`config.mk`:
```
export PLATFORM = sky130hd
export DESIGN_NAME = fifo_uart_tx
export DESIGN_NICKNAME = d
export VERILOG_FILES = /design/src/rtl/fifo_uart_tx.sv
export SDC_FILE = /design/constraint.sdc
export NUM_CORES = 1
export LEC_CHECK = 0
export BUFFER_PORTS_ARGS = -buffer_cell sky130_fd_sc_hd__buf_4
export CAP_MARGIN = 10
export CORE_ASPECT_RATIO = 1.75
export CORE_UTILIZATION = 55
export DETAILED_ROUTE_END_ITERATION = 6
export HOLD_SLACK_MARGIN = 0.03
export PLACE_DENSITY = 0.75
export SLEW_MARGIN = 40
export SYNTH_ARGS = -nofsm -noshare
export SYNTH_HDL_FRONTEND = slang
export SYNTH_SLANG_ARGS = --single-unit
export TNS_END_PERCENT = 10
```
`constraint.sdc`:
```
create_clock -name clk -period 4.3 [get_ports clk]
set_input_delay 0.86 -clock clk [delete_from_list [all_inputs] [get_ports clk]]
set_output_delay 0.86 -clock clk [all_outputs]
set_load 0.1 [all_outputs]
```
`src/rtl/fifo_uart_tx.sv`:
```
// fifo_uart_tx: pops bytes from a first-word-fall-through FIFO and sends each
// one as an asynchronous UART frame (start, DBIT data bits LSB-first, stop).
// A 16x-oversample baud tick is generated locally from the system clock.
// Optional feature macro: UART_TX_PARITY_EN adds an even-parity bit between
// the last data bit and the stop bit.
module fifo_uart_tx #(
    parameter int DBIT    = 8,
    parameter int SB_TICK = 16,
    parameter int DVSR    = 326,
    parameter int DVSR_W  = 9
) (
    input  logic            clk,
    input  logic            reset,
    input  logic            empty,
    input  logic [DBIT-1:0] r_data,
    output logic            rd,
    output logic            tx,
    output logic            tx_busy
);

    // Tick counter must reach both 15 (start/data/parity) and SB_TICK-1 (stop).
    localparam int S_MAX = (SB_TICK > 16) ? SB_TICK : 16;
    localparam int S_W   = $clog2(S_MAX);
    localparam int N_W   = (DBIT > 1) ? $clog2(DBIT) : 1;

    typedef enum logic [2:0] {
        IDLE,
        START,
        DATA,
`ifdef UART_TX_PARITY_EN
        PARITY,
`endif
        STOP
    } state_t;

    state_t            state_reg, state_next;
    logic [DVSR_W-1:0] baud_reg, baud_next;
    logic [S_W-1:0]    s_reg, s_next;
    logic [N_W-1:0]    n_reg, n_next;
    logic [DBIT-1:0]   b_reg, b_next;
    logic              tx_reg, tx_next;
    logic              s_tick;
`ifdef UART_TX_PARITY_EN
    logic              parity_reg, parity_next;
`endif

    assign s_tick  = (baud_reg == DVSR_W'(DVSR - 1));
    assign tx      = tx_reg;
    assign tx_busy = rd | (state_reg != IDLE);

    // State and datapath registers; tx is registered so the line never glitches.
    always_ff @(posedge clk) begin
        if (reset) begin
            state_reg  <= IDLE;
            baud_reg   <= '0;
            s_reg      <= '0;
            n_reg      <= '0;
            b_reg      <= '0;
            tx_reg     <= 1'b1;
`ifdef UART_TX_PARITY_EN
            parity_reg <= 1'b0;
`endif
        end else begin
            state_reg  <= state_next;
            baud_reg   <= baud_next;
            s_reg      <= s_next;
            n_reg      <= n_next;
            b_reg      <= b_next;
            tx_reg     <= tx_next;
`ifdef UART_TX_PARITY_EN
            parity_reg <= parity_next;
`endif
        end
    end

    // Next-state logic: pop in IDLE, then walk start/data/(parity)/stop on ticks.
    always_comb begin
        state_next = state_reg;
        s_next     = s_reg;
        n_next     = n_reg;
        b_next     = b_reg;
        rd         = 1'b0;
`ifdef UART_TX_PARITY_EN
        parity_next = parity_reg;
`endif
        // Held at zero while idle so the first bit of a frame is full length.
        if (state_reg == IDLE) begin
            baud_next = '0;
        end else if (s_tick) begin
            baud_next = '0;
        end else begin
            baud_next = baud_reg + 1'b1;
        end

        case (state_reg)
            IDLE: begin
                if (!empty && !reset) begin
                    rd         = 1'b1;
                    b_next     = r_data;
                    s_next     = '0;
                    state_next = START;
`ifdef UART_TX_PARITY_EN
                    parity_next = ^r_data;
`endif
                end
            end
            START: begin
                if (s_tick) begin
                    if (s_reg == S_W'(15)) begin
                        s_next     = '0;
                        n_next     = '0;
                        state_next = DATA;
                    end else begin
                        s_next = s_reg + 1'b1;
                    end
                end
            end
            DATA: begin
                if (s_tick) begin
                    if (s_reg == S_W'(15)) begin
                        s_next = '0;
                        b_next = b_reg >> 1;
                        if (n_reg == N_W'(DBIT - 1)) begin
`ifdef UART_TX_PARITY_EN
                            state_next = PARITY;
`else
                            state_next = STOP;
`endif
                        end else begin
                            n_next = n_reg + 1'b1;
                        end
                    end else begin
                        s_next = s_reg + 1'b1;
                    end
                end
            end
`ifdef UART_TX_PARITY_EN
            PARITY: begin
                if (s_tick) begin
                    if (s_reg == S_W'(15)) begin
                        s_next     = '0;
                        state_next = STOP;
                    end else begin
                        s_next = s_reg + 1'b1;
                    end
                end
            end
`endif
            STOP: begin
                if (s_tick) begin
                    if (s_reg == S_W'(SB_TICK - 1)) begin
                        s_next     = '0;
                        state_next = IDLE;
                    end else begin
                        s_next = s_reg + 1'b1;
                    end
                end
            end
            default: state_next = IDLE;
        endcase
    end

    // Line level for the state being entered, so tx changes on the same edge.
    always_comb begin
        tx_next = 1'b1;
        case (state_next)
            START:   tx_next = 1'b0;
            DATA:    tx_next = b_next[0];
`ifdef UART_TX_PARITY_EN
            PARITY:  tx_next = parity_next;
`endif
            default: tx_next = 1'b1;
        endcase
    end

endmodule
```
# Yosys cells after proc, flatten, opt, wreduce, memory -nomap -nowiden
# Cells that the tools add are included.
# totals
input_bits	11
wordCells	65
register_bits	28
output_inout_bits	3
# classes
n_reduce_logical	13
add_sub_neg	3
n_mux	26
n_bitwise	1
n_eq_ne	15
# ops
op	count
3-bit 2-to-1 mux	13
8-bit 2-to-1 mux	3
8-bit case mux with 2 select lines	1
4-bit 2-to-1 mux	3
3-bit case mux with 4 select lines	1
2-bit inequality test, second input constant	5
9-bit by 1-bit adder with 9-bit output, second input constant	1
3-bit by 2-bit == test with 1-bit output, second input constant	3
9-bit == test, second input constant	1
4-bit case mux with 2 select lines	1
3-bit by 1-bit == test with 1-bit output, second input constant	2
3-bit case mux with 2 select lines	1
6-bit AND reduction	1
2-bit nonzero test	3
3-bit OR reduction	2
4-bit by 1-bit adder with 4-bit output, second input constant	1
4-bit == test, second input constant	1
2-bit by 1-bit inequality test with 1-bit output, second input constant	2
4-bit AND reduction	1
3-bit by 1-bit adder with 3-bit output, second input constant	1
3-bit == test, second input constant	1
3-bit zero test	1
3-bit AND reduction	1
3-bit nonzero test	1
other kinds (5)	7

# Longest topological paths before layout
# logic_depth
depth_word	7
depth_mapped	8
ltp_nobuf	7

# Worst setup path after synthesis
# Ideal clock, no wire load.
# synth_path
path_kind	in2out
start	in reset
end	out tx_busy
path_buffers	1
arrival_time_ns	3.158
slack_ns	0.282
path_stages	2
required_time_ns	3.440
cell_sequence	clkbuf_1 > o21ai_0
# synth_via
elab_chain_cells	5
# synth_rtl
element	line	text
start, declared	13	input logic reset,
1-bit zero test	97	if (!empty && !reset) begin
1-bit logical AND	97	
1-bit 2-to-1 mux	97	
1-bit 2-to-1 mux	95	case (state_reg)
1-bit bitwise OR	49	assign tx_busy = rd | (state_reg != IDLE);
end, declared	18	output logic tx_busy
# Every way passes these cells.

# Worst setup path in the final report
# layout_path
start	in reset
end	out rd
# layout_via
elab_chain_cells	4
# layout_rtl
element	line	text
1-bit zero test	97	
1-bit logical AND	97	
1-bit 2-to-1 mux	97	
1-bit 2-to-1 mux	95	
end, declared	16	output logic rd,
# Every way passes these cells.

==> results.md <==
* Max Clock Skew at 3.388 ps
* Standard-cell row count at 23
* Hold Path Origin: n_reg[1]$_SDFFE_PP0P_
* Top post-synthesis cells by area: dfxtp_1 (43%), nor2_1 (6.6%), a21oi_1 (5.3%), ha_1 (4.8%), a22oi_1 (3.4%)
* Crit path buf inv count at 3
* Avg Inst Size Synth at 8.792 sq um
* ANT nets after route at 0
* Register area at 560.5 sq um
* HP Class: register to register
* Critical path capture point type: primary output
* Worst-case reg-to-reg path depth at 7
* Final setup TNS at 0 ps
* Number of synthesized flops with an enable pin at 0
* Met3 GRT Util at 2.000%
* CTS buffer count at 3
* Max-slew violation count at 0
* Crit. path cell count at 4
* Per-cell routed wire length at 13.52 um
* Fin. Hold Viols at 0
* Remaining global-route overflow at 0
* DP Area at 1415 sq um
* Async S/R FF share, synth at 0%
* Startpoint types: input pin
* Worst-case clock buffer depth at 2
* Worst R2R Start: baud_reg[1]$_SDFF_PP0_
* VDD IR max at 0.1902 mV
* Post-synth top area share at 42.79%
* Mapped Nets at 165
* Placer Congestion at 0.7656
* Critical Path AT at 1820 ps
* Worst endpoint required time at 3440 ps
* Most frequent cells in the layout: dfxtp_1 (28), nor2_1 (23), a21oi_1 (14), buf_4 (14), nand2_1 (11)
* Cell accounting for the most synthesized area: dfxtp_1
* GR Util All Layers at 21.13%
* Sink Count at 28
* Htree depth at 1
* Met2 usage in global routing at 39.38%
* Remaining DRCs at 0
* Die width at 38.89 um
* Global Route met1 Usage at 21.64%
* Crit-path slowest cell: buf_4
* GRT Max-Usage Layer: met2
* Drt pass-1 iters at 4
* Mapped Area at 1310 sq um
* Critical path class: input pin to primary output
* CP max stage delay at 310 ps
* Period minus WS final at 2684 ps
* Worst-path clk slew at 80 ps
* First-pass GRT wire length at 3946 um
* Diodes inserted at 0
* #FFs+latches synth at 28
* Setup WS pre-CTS at 1624 ps
* Synth Instances at 149
* Leakage at 0.5528 nW
* 1st-iter DRT viols at 31
* Max reg flops at 9
* Max Cap Viol at 0
* Layout cells sized above 1 at 16.25%
* Slack of the worst reg-to-reg path at 2400 ps
* Slew headroom at 66.88%
* Crit-path max FO at 21
* Commonest non-fill, non-tap cell in the layout: dfxtp_1
* Post-synthesis sequential area ratio at 42.79%
* Hold Path End: n_reg[1]$_SDFFE_PP0P_
* Final worst slack at 1616 ps
* Die span in y at 66.56 um
* Ports at 14
* Die ar. at 2589 sq um
* Cells along the critical path: buf_4, nor4_1, buf_4, buf_4
* Clock Tree Root: clkbuf_8
* Final core occ at 64.06%
* Syn-to-layout area delta at 11.18%
* Final setup violation count at 0
* Most common cell on crit path: buf_4
* Final nets at 178
* Ys flop type: dfxtp_1
* Initial antenna violation count at 0
* Detailed Route WL at 2502 um
* Slew at the pin closest to its max-slew limit at 494.9 ps
* Cts repair resizes at 0
* Crit path max-delay family: buffers and inverters
* RSZ-0062 raised after global routing: no
* Hold path cells at 2
* DR vias at 1075
* Hold buffer count at CTS at 0
* Synth cell types at 40
* R2r endpoint: tx$_SDFF_PP1_
* Vias in the first global route at 976
* Power Dens Cells at 301.8 nW/um^2
* Port Buffers at 13
* Detailed placement HPWL at 1912 um
* Achievable Freq at 0.3726 GHz
* Period utilization at 62.41%
* CTS tree: yes
* Largest net degree at the start of global routing at 22
* Post-DR vias/cell at 5.811
* Clock latency on the worst-skew pair at 270 ps
* Initial Util at 57.62%
* Fill cells at 208
* Core Box Area at 2273 sq um
* Post-route cell area at 1456 sq um
* Warnings, synthesis at 0
* Post-CTS setup buffer count at 0
* Multi-input logic area at 710.7 sq um
* Status: finished clean
-- logic make-up after synthesis --
logic type      Yosys count  share of synthesized area [%]
simple gates             68                          28.18
compound gates           30                          14.80
flops                    28                          42.79
buf+inv                   8                          2.960
xor+xnor                  7                          4.680
fa+ha+maj                 5                          4.776
mux                       2                          1.528
other cells               1                         0.2863
-- worst max-delay path by stage --
stage,start,to
5_1_grt,reset,rd
2_1_floorplan,reset,tx_busy
4_1_cts,reset,rd
3_5_place_dp,reset,rd
6_report,reset,rd
3_3_place_gp,reset,rd
-- cell type report --
cell class | instances | area share, %
multi-input cells | 113 | 48.80
flip-flops and latches | 28 | 38.49
repair buffers | 14 | 7.216
clock buffers | 3 | 2.835
well taps | 25 | 2.148
inverters | 2 | 0.5155
-- Yosys cell counts (3+ instances only) --
library cell and n:
a21oi_1 14, a22oi_1 6, and2_2 3, and3_1 3
clkbuf_1 4, dfxtp_1 28, ha_1 5, nand2_1 11
nand3_1 6, nor2_1 23, nor3_1 3, xnor2_1 4
xor2_1 3
-- layer usage --
| layer | share of wire [%] | vias up |
|---|---|---|
| li1 | - | 549 |
| met1 | 40 | 504 |
| met2 | 56 | 18 |
| met3 | 2.3 | 4 |
| met4 | 2.0 | 0 |
| met5 | 0 | - |
-- where the power goes --
part | leakage (nW) | switching, mW | internal [mW]
Sequential | 0.227 | 0.00486 | 0.263
Clock | 0.0216 | 0.0716 | 0.0627
Combinational | 0.304 | 0.0228 | 0.0141
-- worst register-to-register path: stages, from the launching register on --
cell and delay [ps]:
dfxtp_1 380, inv_1 60, ha_1 170, and4bb_4 210, and4_4 210, a221o_1 400, a2111oi_2 280, o21ai_1 90
-- metrics by stage --
| stage | hold slack, ps | std cells | power [mW] |
|---|---|---|---|
| after floorplan | 429.9 | 149 | 0.2979 |
| after global placement | 445.0 | 182 | 0.3101 |
| after detailed placement | 464.6 | 182 | 0.3116 |
| after CTS | 476.9 | 185 | 0.4453 |
| after global routing | 483.4 | 185 | 0.4575 |
| final | 473.8 | 185 | 0.4395 |
No activity file was read; power rests on OpenSTA's default activity.
